`src/rtl/counter_pkg.sv`:
```
// Shared constants and types for the loadable up/down counter.
package counter_pkg;

   localparam int CNT_WIDTH = 4;

   localparam logic DIR_UP   = 1'b1;
   localparam logic DIR_DOWN = 1'b0;

   typedef logic [CNT_WIDTH-1:0] count_t;

endpackage

```
`src/rtl/counter_next.sv`:
```
// Combinational next-count: load (clamped to MAX_VAL), wrap-around up, wrap-around down.
module counter_next
   import counter_pkg::*;
#(
   parameter int WIDTH   = CNT_WIDTH,
   parameter int MAX_VAL = 2**WIDTH-1
) (
   input  logic [WIDTH-1:0] count,
   input  logic             updown,
   input  logic             load,
   input  logic [WIDTH-1:0] d,
   output logic [WIDTH-1:0] next_count
);

   localparam logic [WIDTH:0]   MAX_EXT = (WIDTH+1)'(MAX_VAL);
   localparam logic [WIDTH-1:0] MAX_CNT = WIDTH'(MAX_VAL);

   logic [WIDTH:0] w_cnt_ext;
   logic [WIDTH:0] w_up;
   logic [WIDTH:0] w_dn;
   logic [WIDTH:0] w_sel;

   assign w_cnt_ext = {1'b0, count};

   // Wrap on explicit compare with MAX_VAL so non-power-of-two moduli work.
   assign w_up = (w_cnt_ext == MAX_EXT)       ? '0      : w_cnt_ext + 1'b1;
   assign w_dn = (w_cnt_ext == '0)            ? MAX_EXT : w_cnt_ext - 1'b1;

   // Ternaries (not if/else) so an X on load/updown propagates instead of being masked.
   assign w_sel = load ? {1'b0, d} : ((updown == DIR_UP) ? w_up : w_dn);

   // Only a loaded d can exceed MAX_VAL; saturate it here.
   assign next_count = (w_sel > MAX_EXT) ? MAX_CNT : w_sel[WIDTH-1:0];

endmodule

```
`src/rtl/updown_load_counter.sv`:
```
// Modulo up/down counter with parallel load; async active-high reset register around counter_next.
module updown_load_counter
   import counter_pkg::*;
#(
   parameter int WIDTH   = CNT_WIDTH,
   parameter int MAX_VAL = 2**WIDTH-1
) (
   input  logic             clk,
   input  logic             rst,
   input  logic             updown,
   input  logic             load,
   input  logic [WIDTH-1:0] d,
   output logic [WIDTH-1:0] count
);

   generate
      if (MAX_VAL < 1 || MAX_VAL > 2**WIDTH-1) begin : g_bad_max
         $error("updown_load_counter: MAX_VAL out of range 1..2**WIDTH-1");
      end
   endgenerate

   logic [WIDTH-1:0] r_count;
   logic [WIDTH-1:0] w_next;

   counter_next #(
      .WIDTH   (WIDTH),
      .MAX_VAL (MAX_VAL)
   ) u_next (
      .count      (r_count),
      .updown     (updown),
      .load       (load),
      .d          (d),
      .next_count (w_next)
   );

   always_ff @(posedge clk or posedge rst) begin
      if (rst) r_count <= '0;
      else     r_count <= w_next;
   end

   assign count = r_count;

`ifndef SYNTHESIS
   a_in_range: assert property (@(posedge clk) count <= WIDTH'(MAX_VAL));
   a_no_x_ctl: assert property (@(posedge clk) disable iff (rst) !$isunknown({load, updown}));
   a_rst_zero: assert property (@(posedge clk) rst |=> (count == '0));
`endif

endmodule

```
`config.mk`:
```
export PLATFORM = sky130hd
export DESIGN_NAME = updown_load_counter
export DESIGN_NICKNAME = d
export VERILOG_FILES = /design/src/rtl/counter_pkg.sv /design/src/rtl/counter_next.sv /design/src/rtl/updown_load_counter.sv
export SDC_FILE = /design/constraint.sdc
export NUM_CORES = 1
export LEC_CHECK = 0
export ABC_AREA = 1
export CORE_AREA = 8 8 45 47
export CTS_CLUSTER_SIZE = 14
export DETAILED_ROUTE_END_ITERATION = 12
export DIE_AREA = 0 0 53 55
export PLACE_DENSITY = 0.56
export SLEW_MARGIN = 20
export SYNTH_ARGS = -nofsm -noshare
export SYNTH_HDL_FRONTEND = slang
export SYNTH_HIERARCHICAL = 1
export SYNTH_SLANG_ARGS = --single-unit
```
`constraint.sdc`:
```
create_clock -name clk -period 1.5 [get_ports clk]
set_input_delay 0.3 -clock clk [delete_from_list [all_inputs] [get_ports clk]]
set_output_delay 0.3 -clock clk [all_outputs]
set_load 0.02 [all_outputs]
```
Word level (Yosys, flattened, before mapping)
Index checks and enable logic that the tools add are counted.
{ "classes": {"shift": 0, "reduce_logical": 1, "muxes": 5, "n_mul": 0, "n_addsub": 2, "div": 0, "bitwise": 0, "eq_ne": 1, "n_lt_le_gt_ge": 1} }
{ "ops": {"columns": ["cell", "count"], "rows": [
  ["$mux W5", 4],
  ["$add A4 B1 Y5 const B", 1],
  ["$gt A5 B4 Y1 const B", 1],
  ["$logic_not A5 Y1", 1],
  ["$sub A4 B1 Y5 const B", 1],
  ["$eq A4 B4 Y1 const B", 1],
  ["$mux W4", 1]
]} }
{ "totals": {"regBits": 4, "latchBits": 0, "out_inout_bits": 4, "mem_count": 0, "romBits": 0, "wordCells": 11, "mem_bits_rw": 0, "input_bits": 8} }

Longest topological paths before layout
Gate-level depths: netlist of the first run.
{ "depth": {"depth_word": 6, "ltp_mapped": 8, "depth_no_buf": 8} }

Hierarchy
The synthesis of the first run kept the hierarchy.
{ "by_module_without_submodules": {"columns": ["module", "area_per_inst_um2", "cells_each", "n_inst"], "rows": [
  ["counter_next", 262.8, 49, 1],
  ["updown_load_counter", 103.8, 5, 1]
]} }

Worst setup path before layout of the first run
Ideal clock, no wire load.
{ "synth_path": {"kind": "register to register", "from": "register r_count[0], in the netlist count[0]", "to": "register r_count[1], in the netlist count[1]", "required_time_ns": 1.371, "path_stages_with_launch": 7, "synth_period_minus_slack_ns": 1.382, "n_path_buf": 0, "slack_ns": 0.118, "arrival_time_ns": 1.253, "path_cell_list": "dfrtp_1 -> inv_1 -> ha_1 -> xor2_1 -> nand2_1 -> o21ai_0 -> o21ai_0"} }
{ "synth_between": {"elab_chain_cells": 6} }
{ "synth_lines": {"columns": ["item", "line", "source"], "rows": [
  ["from (decl)", "updown_load_counter.sv:22", "logic [WIDTH-1:0] r_count;"],
  ["from (signal assigned)", "updown_load_counter.sv:38", "else r_count <= w_next;"],
  ["$sub A4 B1 Y5 (tied with other cells)", "counter_next.sv:27", "assign w_dn = (w_cnt_ext == '0) ? MAX_EXT : w_cnt_ext - 1'b1;"],
  ["$mux W5 (on tied branches)", "counter_next.sv:27, counter_next.sv:26", null],
  ["$mux W5 (*) (2 in a row)", "counter_next.sv:30", "assign w_sel = load ? {1'b0, d} : ((updown == DIR_UP) ? w_up : w_dn);"],
  ["$gt A5 B4 Y1", "counter_next.sv:33", "assign next_count = (w_sel > MAX_EXT) ? MAX_CNT : w_sel[WIDTH-1:0];"],
  ["$mux W4 (*)", "counter_next.sv:33", null],
  ["net w_next[1]", "updown_load_counter.sv:23", "logic [WIDTH-1:0] w_next;"]
]} }
Mark *: on every way through the listed nets, which the timed path passes. The rest lies on a longest branch.

Worst setup path after layout of the first run
{ "layout_path": {"from": "register r_count[0], in the netlist count[0]", "to": "register r_count[3], in the netlist count[3]"} }
Same word-level chain as after synthesis.

==> run summary, run 1 <==
Later-pin clock latency in the skew report: 230 ps
Most frequent cell after synthesis: nand2_1
Average cell area after synthesis: 6.79 um^2
Met2 layer usage reported by global route: 0.119
Number of H-tree levels: 1
Post-synth cell types: 15
Arrival time worst endpoint: 1450 ps
Wire length of the first global-routing pass: 1.65 mm
Synth async-reset ratio: 1.00
Chip Height: 55 um
Clock-pin transition on the worst setup and hold timing paths: 40 ps
Count of nets after finishing: 86
Core region area: 1380 um^2
Met3 usage: 0.0267
# clock sinks: 4
DRC violation count after routing: 0
Overall global routing resource usage: 0.0811
Outcome: finished clean
Max Transition Viols Final: 0
Vias/cell: 4.42
CP Cell Sequence: inv_1, ha_1, inv_1, nor2_1, nand3_2, nor2_4, a21oi_1, nand2_1
Worst setup EP type: flop
Mean routed wirelength per cell: 10.4 um
WS Path Type: reg -> reg
Share of post-route cells with drive strength above 1: 0.192
Min Tclk post-route: 1290 ps
Synth Flop Type: dfrtp_1
Top cells by area in the synthesized netlist: dfrtp_1 (27%), nand2_1 (12%), ha_1 (10%)
Total global routing overflow: 0
Die footprint: 2920 um^2
Root Buffer Master: clkbuf_4
Clock Path Buffers: 2
Number of rows created at floorplan: 14
GR Layer Usage met1: 0.0858
Crit share post-route: 0.860
Post-CTS setup-driven buffer insertion count: 0
Area growth from synthesis to layout: 50.5%
Crit-path slowest cell: dfrtp_1
Required time of the worst setup path: 1670 ps
DRC violation total after the first TritonRoute iteration: 11
Gates resized, CTS repair: 4
I/O pin total: 12
Clock tree from TritonCTS: done
Largest clock skew in the final design: 5.73 ps
Post-Place Setup Slack: 88.8 ps
Worst-path fanout max: 4
Register containing the most flip-flops in the final layout: count
Achievable clock frequency: 775 MHz
# port buffers: 11
Vias in the first global route: 405
LEAKAGE: 0.000287 uW
Synthesized netlist net count: 65
Die width: 53 um
Pin count of the biggest net entering global routing: 8
Initial cell density of the core: 0.265
Most area-hungry cell type in the Yosys netlist: dfrtp_1
Setup repair after global routing missed its margin: false
Yosys Warn Count: 6
Proportion of synthesized chip area in sequential cells: 0.273
Final total negative setup slack: 0 ps
Actual transition at the worst max-transition pin: 205 ps
Tightest Hold Check Type: in -> async
Number of setup violations in the final report: 0
Dpl hpwl: 811 um
Routability cong.: 0.796
Library cell appearing most often on the critical path: inv_1
Count of endpoints failing hold in the final timing report: 0
Worst setup SP type: flop
Antenna violations before repair: 0
Number of synthesized flops with an enable pin: 0
Largest regs: count: 4 flops
Syn Std Cell Area: 367 um^2
TritonRoute pass-1 iters: 4
Pwr Density: 957 nW/um^2
Final worst slack: 210 ps
Worst-case vdd ir drop: 0.487 mV
Final worst hold slack: 266 ps
Max stage delay on crit path: 400 ps
Most utilized layer in the global route result: met2
Number of buffers added by the clock tree synthesis step: 3
Post-cts hold buffer count: 0
Number of diodes: 0
Number of flip-flops under the largest register name: 4
Number of vias after detailed routing: 393
Routed WL: 925 um
Fillcell total: 151
Headroom to the max-slew limit: 0.863
Ranking of synthesized cells by instance count: nand2_1 (12), inv_1 (8), nand3_1 (6), nor2_1 (5)
Max-Cap Viols: 0
Synthesis-stage register bit count: 4
Yosys top cell area share: 0.273
Cells after synthesis: 54
Antenna-violating nets left: 0
placed cells by master (no fill, tap or decap):
cell type	Yosys	final
nand2_1	12	12
inv_1	8	8
clkdlybuf4s50_1	0	7
nand3_1	6	6
nor2_1	5	5
buf_4	0	5
dfrtp_1	4	4
dlygate4sd2_1	0	4
a21oi_1	4	4
clkbuf_4	0	3
o21ai_0	3	3
ha_1	3	3
inv_2	2	2
nand3_2	2	2
nand2_4	1	1
nor2_4	1	1
xor2_1	1	1
o21ai_1	1	1
nand4_1	1	1
critical path: cells and delay by family, from the launching register on:
family	cells	cell delay, ps
fa+ha+maj	1	180
compound gates	1	50
buf+inv	2	160
simple gates	4	440
flops	1	400
power by group:
group / switching [uW] / internal, uW
logic: 142 / 112
registers: 17.5 / 127
clock network: 40.1 / 89.2
routing by layer:
layer  wire (um)  share of wire
met4          21          0.023
met1         425           0.46
met3          43          0.046
met2         433           0.47
met5           0              0
cell type report:
class	instances	area [um^2]	area share
Tap cell	16	20.0	0.0363
Timing Repair Buffer	16	143	0.259
Inverter	10	37.5	0.0680
Clock buffer	3	22.5	0.0408
Sequential cell	4	100	0.181
Multi-Input combinational cell	40	229	0.415
through the flow:
| stage | power [uW] | cells | util | area, um^2 |
|---|---|---|---|---|
| floorplan | 298 | 54 | - | 367 |
| global placement | 417 | 86 | 0.386 | 534 |
| detailed placement | 418 | 86 | 0.386 | 534 |
| CTS | 540 | 89 | 0.399 | 552 |
| global route | 586 | 89 | 0.399 | 552 |
| finish | 528 | 89 | 0.399 | 552 |
cells by family (layout without fill, tap and decap cells):
logic type | after synthesis | count (layout) | share of synthesized area
compound gates | 8 | 8 | 0.109
xor+xnor | 1 | 1 | 0.0239
fa+ha+maj | 3 | 3 | 0.102
buf+inv | 10 | 29 | 0.102
flops | 4 | 4 | 0.273
simple gates | 28 | 28 | 0.389
worst paths after layout:
path,to,slack (ps),start,cells past startpoint
setup / recovery,count[3]$_DFF_PP0_,210,count[0]$_DFF_PP0_,8
hold / removal,count[2]$_DFF_PP0_,270,rst,2
setup reg to reg,count[3]$_DFF_PP0_,210,count[0]$_DFF_PP0_,8
hold reg to reg,count[0]$_DFF_PP0_,600,count[0]$_DFF_PP0_,3
max in group asynchronous,count[3]$_DFF_PP0_,1070,rst,2
min in group clk,count[0]$_DFF_PP0_,600,count[0]$_DFF_PP0_,3
Note: power is estimated with default switching activity, not from simulation.
==> run 2: changes to the inputs <==
--- a/config.mk
+++ b/config.mk
@@ -11,6 +11,7 @@
 export DETAILED_ROUTE_END_ITERATION = 12
 export DIE_AREA = 0 0 53 55
 export PLACE_DENSITY = 0.56
+export SETUP_SLACK_MARGIN = 0.3
 export SLEW_MARGIN = 20
 export SYNTH_ARGS = -nofsm -noshare
 export SYNTH_HDL_FRONTEND = slang
==> run summary, run 2 (same netlist as run 1, synthesis figures left out) <==
Vias in the first global route: 390
# port buffers: 11
# clock sinks: 4
Most common cell after layout, fill and taps aside: nand2_1
Switching power share of the total: 0.402
Routed WL: 974 um
Combinational group share of total power: 0.520
Achievable clock frequency: 837 MHz
Area of all placed cells without fillers: 608 um^2
Area used by multi-input combinational logic: 287 um^2
DRC violation total after the first TritonRoute iteration: 8
Area growth from synthesis to layout: 65.9%
Overall global routing resource usage: 0.0816
Largest regs: count: 4 flops
Max-Cap Viols: 0
Number of setup violations in the final report: 0
Worst-path fanout max: 5
Clock share of power: 0.222
Share of post-route cells with drive strength above 1: 0.411
Vias/cell: 4.54
Post-cts hold buffer count: 0
Clock-pin transition on the worst setup and hold timing paths: 40 ps
Total global routing overflow: 0
Number of rows created at floorplan: 14
Post-Place Setup Slack: 100 ps
Max stage delay on crit path: 580 ps
Fillcell total: 142
Actual transition at the worst max-transition pin: 219 ps
Critical path buffer and inverter count: 2
FF-to-FF Start: count[0]$_DFF_PP0_
Number of H-tree levels: 1
Required time of the worst setup path: 1610 ps
Pint: 358 uW
Later-pin clock latency in the skew report: 240 ps
Mean routed wirelength per cell: 10.9 um
Die width: 53 um
Die footprint: 2920 um^2
Clock Path Buffers: 2
Count of endpoints failing hold in the final timing report: 0
I/O pin total: 12
Routability cong.: 0.731
Headroom to the max-slew limit: 0.854
Crit-path slowest cell: clkdlybuf4s50_1
Root Buffer Master: clkbuf_4
Register containing the most flip-flops in the final layout: count
Register cell area after layout: 103 um^2
Dpl hpwl: 747 um
DRC violation count after routing: 0
TritonRoute pass-1 iters: 4
Crit share post-route: 0.796
Outcome: finished clean
Chip Height: 55 um
Total power of the final layout: 599 uW
Largest delay contributor family on the critical path: buffers and inverters
Count of nets after finishing: 86
Pwr Density: 985 nW/um^2
LEAKAGE: 0.000282 uW
Max Transition Viols Final: 0
WS Path Type: in -> reg
P_sw: 241 uW
Cell Area, Placed: 534 um^2
Number of vias after detailed routing: 404
Flop pwr share: 0.258
Largest clock skew in the final design: 7.49 ps
Highest-count cells in the layout ignoring fill and taps: nand2_1 (12), clkdlybuf4s50_1 (7), nand3_1 (6)
Final worst slack: 306 ps
Tightest Hold Check Type: in -> async
Min Tclk post-route: 1190 ps
Number of buffers added by the clock tree synthesis step: 3
Worst setup SP type: input pin
Setup repair after global routing missed its margin: true
Clock tree from TritonCTS: done
Initial cell density of the core: 0.265
Number of flip-flops under the largest register name: 4
Pin count of the biggest net entering global routing: 8
Wire length of the first global-routing pass: 1.64 mm
Arrival time worst endpoint: 1310 ps
CP Cell Sequence: clkdlybuf4s50_1, inv_1, nand2_4, nor2_4, a21oi_1, nand2_1
Antenna violations before repair: 0
Number of diodes: 0
Core region area: 1380 um^2
Worst setup EP type: flop
Final total negative setup slack: 0 ps
Antenna-violating nets left: 0
Worst-case vdd ir drop: 0.415 mV
Start point of the critical path: updown
-- run 2: changes by cell type in the layout (fill, tap and decap cells not counted), sizes merged --
cell           delta
buf               +3
clkdlybuf4s15     +1
dlygate4sd2       -4
-- run 2: final timing paths --
kind | to | slack (ps) | cells past startpoint
worst max-delay path | count[0]$_DFF_PP0_ | 310 | 6
worst max register to register | count[0]$_DFF_PP0_ | 310 | 8
worst min-delay path | count[3]$_DFF_PP0_ | 260 | 2
worst min register to register | count[1]$_DFF_PP0_ | 710 | 3
min in group clk | count[3]$_DFF_PP0_ | 670 | 3
max in group asynchronous | count[0]$_DFF_PP0_ | 1060 | 2
-- run 2: what timing repair did --
action                                  CTS  global route
endpoints found under the hold margin     0             0
endpoints found under the setup margin    8             5
pin swaps                                 1             2
buffers inserted                          3             0
resized for setup                        22             5
-- run 2: per-stage QoR --
stage           util  cells  hold WS (ps)
6_report       0.439     89           257
5_1_grt        0.439     89           264
4_1_cts        0.432     89           253
3_5_place_dp   0.386     83           511
3_3_place_gp   0.386     83           500
2_1_floorplan      -     54          65.9
-- run 2: layout make-up --
class                   count  area share
inverters                  10      0.0700
well taps                  16      0.0329
flip-flops and latches      4       0.169
clock buffers               3      0.0370
repair buffers             16       0.220
multi-input cells          40       0.471
-- run 2: power by group through the flow --
stage               Sequential (uW)  Clock [uW]  Combinational (uW)
finish                          154         133                 311
detailed placement              161           0                 259
floorplan                       183           0                 135
global placement                159           0                 260
global route                    157         157                 354
CTS                             153         143                 302
-- run 2: metal layers --
layer / global-route usage / share of wire
met5: 0 / 0
met4: 0.0776 / 0.012
met3: 0.0401 / 0.076
met2: 0.113 / 0.45
met1: 0.0887 / 0.46
==> run 3: changes to the inputs <==
--- a/config.mk
+++ b/config.mk
@@ -10,7 +10,7 @@
 export CTS_CLUSTER_SIZE = 14
 export DETAILED_ROUTE_END_ITERATION = 12
 export DIE_AREA = 0 0 53 55
-export PLACE_DENSITY = 0.56
+export PLACE_DENSITY = 0.57
 export SETUP_SLACK_MARGIN = 0.3
 export SLEW_MARGIN = 20
 export SYNTH_ARGS = -nofsm -noshare
==> constraint.sdc (replaced) <==
create_clock -name clk -period 1 [get_ports clk]
set_input_delay 0.2 -clock clk [delete_from_list [all_inputs] [get_ports clk]]
set_output_delay 0.2 -clock clk [all_outputs]
set_load 0.02 [all_outputs]
==> run summary, run 3 (same netlist as run 1, synthesis figures left out) <==
Outcome: finished with violations
Failing checks: negative setup slack
Required time of the worst setup path: 1170 ps
Count of nets after finishing: 90
Largest delay contributor family on the critical path: flip-flops
Number of rows created at floorplan: 14
Wire length of the first global-routing pass: 1.67 mm
Clock Path Buffers: 2
Vias/cell: 4.48
Chip Height: 55 um
Vias in the first global route: 414
Actual transition at the worst max-transition pin: 166 ps
Worst-path fanout max: 5
TritonRoute pass-1 iters: 4
Crit share post-route: 1.21
Largest regs: count: 4 flops
Crit-path slowest cell: dfrtp_2
DRC violation total after the first TritonRoute iteration: 5
Later-pin clock latency in the skew report: 240 ps
Headroom to the max-slew limit: 0.889
Top sig layer: met4
Pwr Density: 1480 nW/um^2
Die footprint: 2920 um^2
Register containing the most flip-flops in the final layout: count
CP Cell Sequence: inv_4, ha_4, inv_2, nor2_4, nand3_2, nor2_4, a21oi_2, nand2_1
Overall global routing resource usage: 0.0827
Final worst hold slack: 140 ps
Metal3 WL: 28 um
Fillcell total: 145
Routability cong.: 0.796
Pin count of the biggest net entering global routing: 8
Share of post-route cells with drive strength above 1: 0.436
Routed WL: 1.02 mm
Area growth from synthesis to layout: 77.8%
Max Transition Viols Final: 0
Met2 wire length: 499 um
Library cell appearing most often on the critical path: nor2_4
Number of H-tree levels: 1
WS Path Type: reg -> reg
DRC violation count after routing: 0
FF-to-FF Start: count[1]$_DFF_PP0_
# port buffers: 11
Worst setup SP type: flop
Die width: 53 um
Max-Cap Viols: 0
# clock sinks: 4
Initial cell density of the core: 0.265
Total global routing overflow: 0
Mean routed wirelength per cell: 10.9 um
Final worst slack: -213 ps
R2R cell count: 8
LEAKAGE: 0.000308 uW
Clock-pin transition on the worst setup and hold timing paths: 50 ps
Antenna-violating nets left: 0
Highest-count cells in the layout ignoring fill and taps: nand2_1 (12), buf_4 (10), clkdlybuf4s50_1 (7)
Number of flip-flops under the largest register name: 4
Worst reg-to-reg setup slack: -210 ps
Number of diodes: 0
Max stage delay on crit path: 450 ps
Root Buffer Master: clkbuf_4
Number of placed cells counting well taps: 88
Tightest Hold Check Type: in -> async
Antenna violations before repair: 0
Critical path buffer and inverter count: 2
Arrival time worst endpoint: 1380 ps
Endpoint of the most critical register-to-register path: count[3]$_DFF_PP0_
Core region area: 1380 um^2
Worst-case vdd ir drop: 0.718 mV
Count of placed standard cells in the final layout, fillers left out: 94
Number of setup violations in the final report: 6
Clock tree from TritonCTS: done
Wire length on met1: 465 um
I/O pin total: 12
Min Tclk post-route: 1210 ps
Count of endpoints failing hold in the final timing report: 0
Achievable clock frequency: 825 MHz
Worst setup EP type: flop
Number of vias after detailed routing: 421
Dpl hpwl: 799 um
Largest clock skew in the final design: 12.7 ps
Number of buffers added by the clock tree synthesis step: 3
Setup repair after global routing missed its margin: true
Most common cell after layout, fill and taps aside: nand2_1
-- run 3: what timing repair did --
action | 4_1_cts | 5_1_grt
resized for setup | 30 | 4
endpoints found under the setup margin | 8 | 8
hold buffers | 0 | 0
pin swaps | 3 | 1
setup buffers | 1 | 1
-- run 3: layout make-up --
| type | count | area (um^2) | area share |
|---|---|---|---|
| Sequential cell | 4 | 104 | 0.159 |
| Timing Repair Buffer | 20 | 179 | 0.274 |
| Multi-Input combinational cell | 40 | 280 | 0.430 |
| Tap cell | 16 | 20.0 | 0.0307 |
| Clock buffer | 4 | 26.3 | 0.0403 |
| Inverter | 10 | 42.5 | 0.0653 |
-- run 3: through the flow --
step | setup slack, ps | total power, uW | setup TNS, ps | util | instance area [um^2]
after detailed placement | -249 | 669 | -1710 | 0.414 | 573
after CTS | -236 | 962 | -1160 | 0.466 | 644
after global placement | -247 | 671 | -1700 | 0.414 | 573
after floorplan | -228 | 480 | -900 | - | 390
after global routing | -296 | 1050 | -1390 | 0.471 | 652
final | -213 | 965 | -1020 | 0.471 | 652
-- run 3: power by group --
group | switching, uW | internal [uW]
sequential | 40.2 | 195
combinational | 259 | 246
clock | 74.2 | 150
-- run 3: layer usage --
layer  track usage  up-vias
met1        0.0795      190
met2         0.133       10
met4         0.103        0
met5             0        -
met3        0.0187        2
li1              -      219
-- run 3: worst max path at each step --
| stage | cells after the start | start | to | slack, ps |
|---|---|---|---|---|
| CTS | 8 | count[1]$_DFF_PP0_ | count[3]$_DFF_PP0_ | -240 |
| global route | 6 | count[1]$_DFF_PP0_ | count[1]$_DFF_PP0_ | -300 |
| detailed placement | 6 | count[1]$_DFF_PP0_ | count[1]$_DFF_PP0_ | -250 |
| finish | 8 | count[1]$_DFF_PP0_ | count[3]$_DFF_PP0_ | -210 |
| floorplan | 8 | count[0]$_DFF_PP0_ | count[3]$_DFF_PP0_ | -230 |
| global placement | 8 | count[1]$_DFF_PP0_ | count[3]$_DFF_PP0_ | -250 |
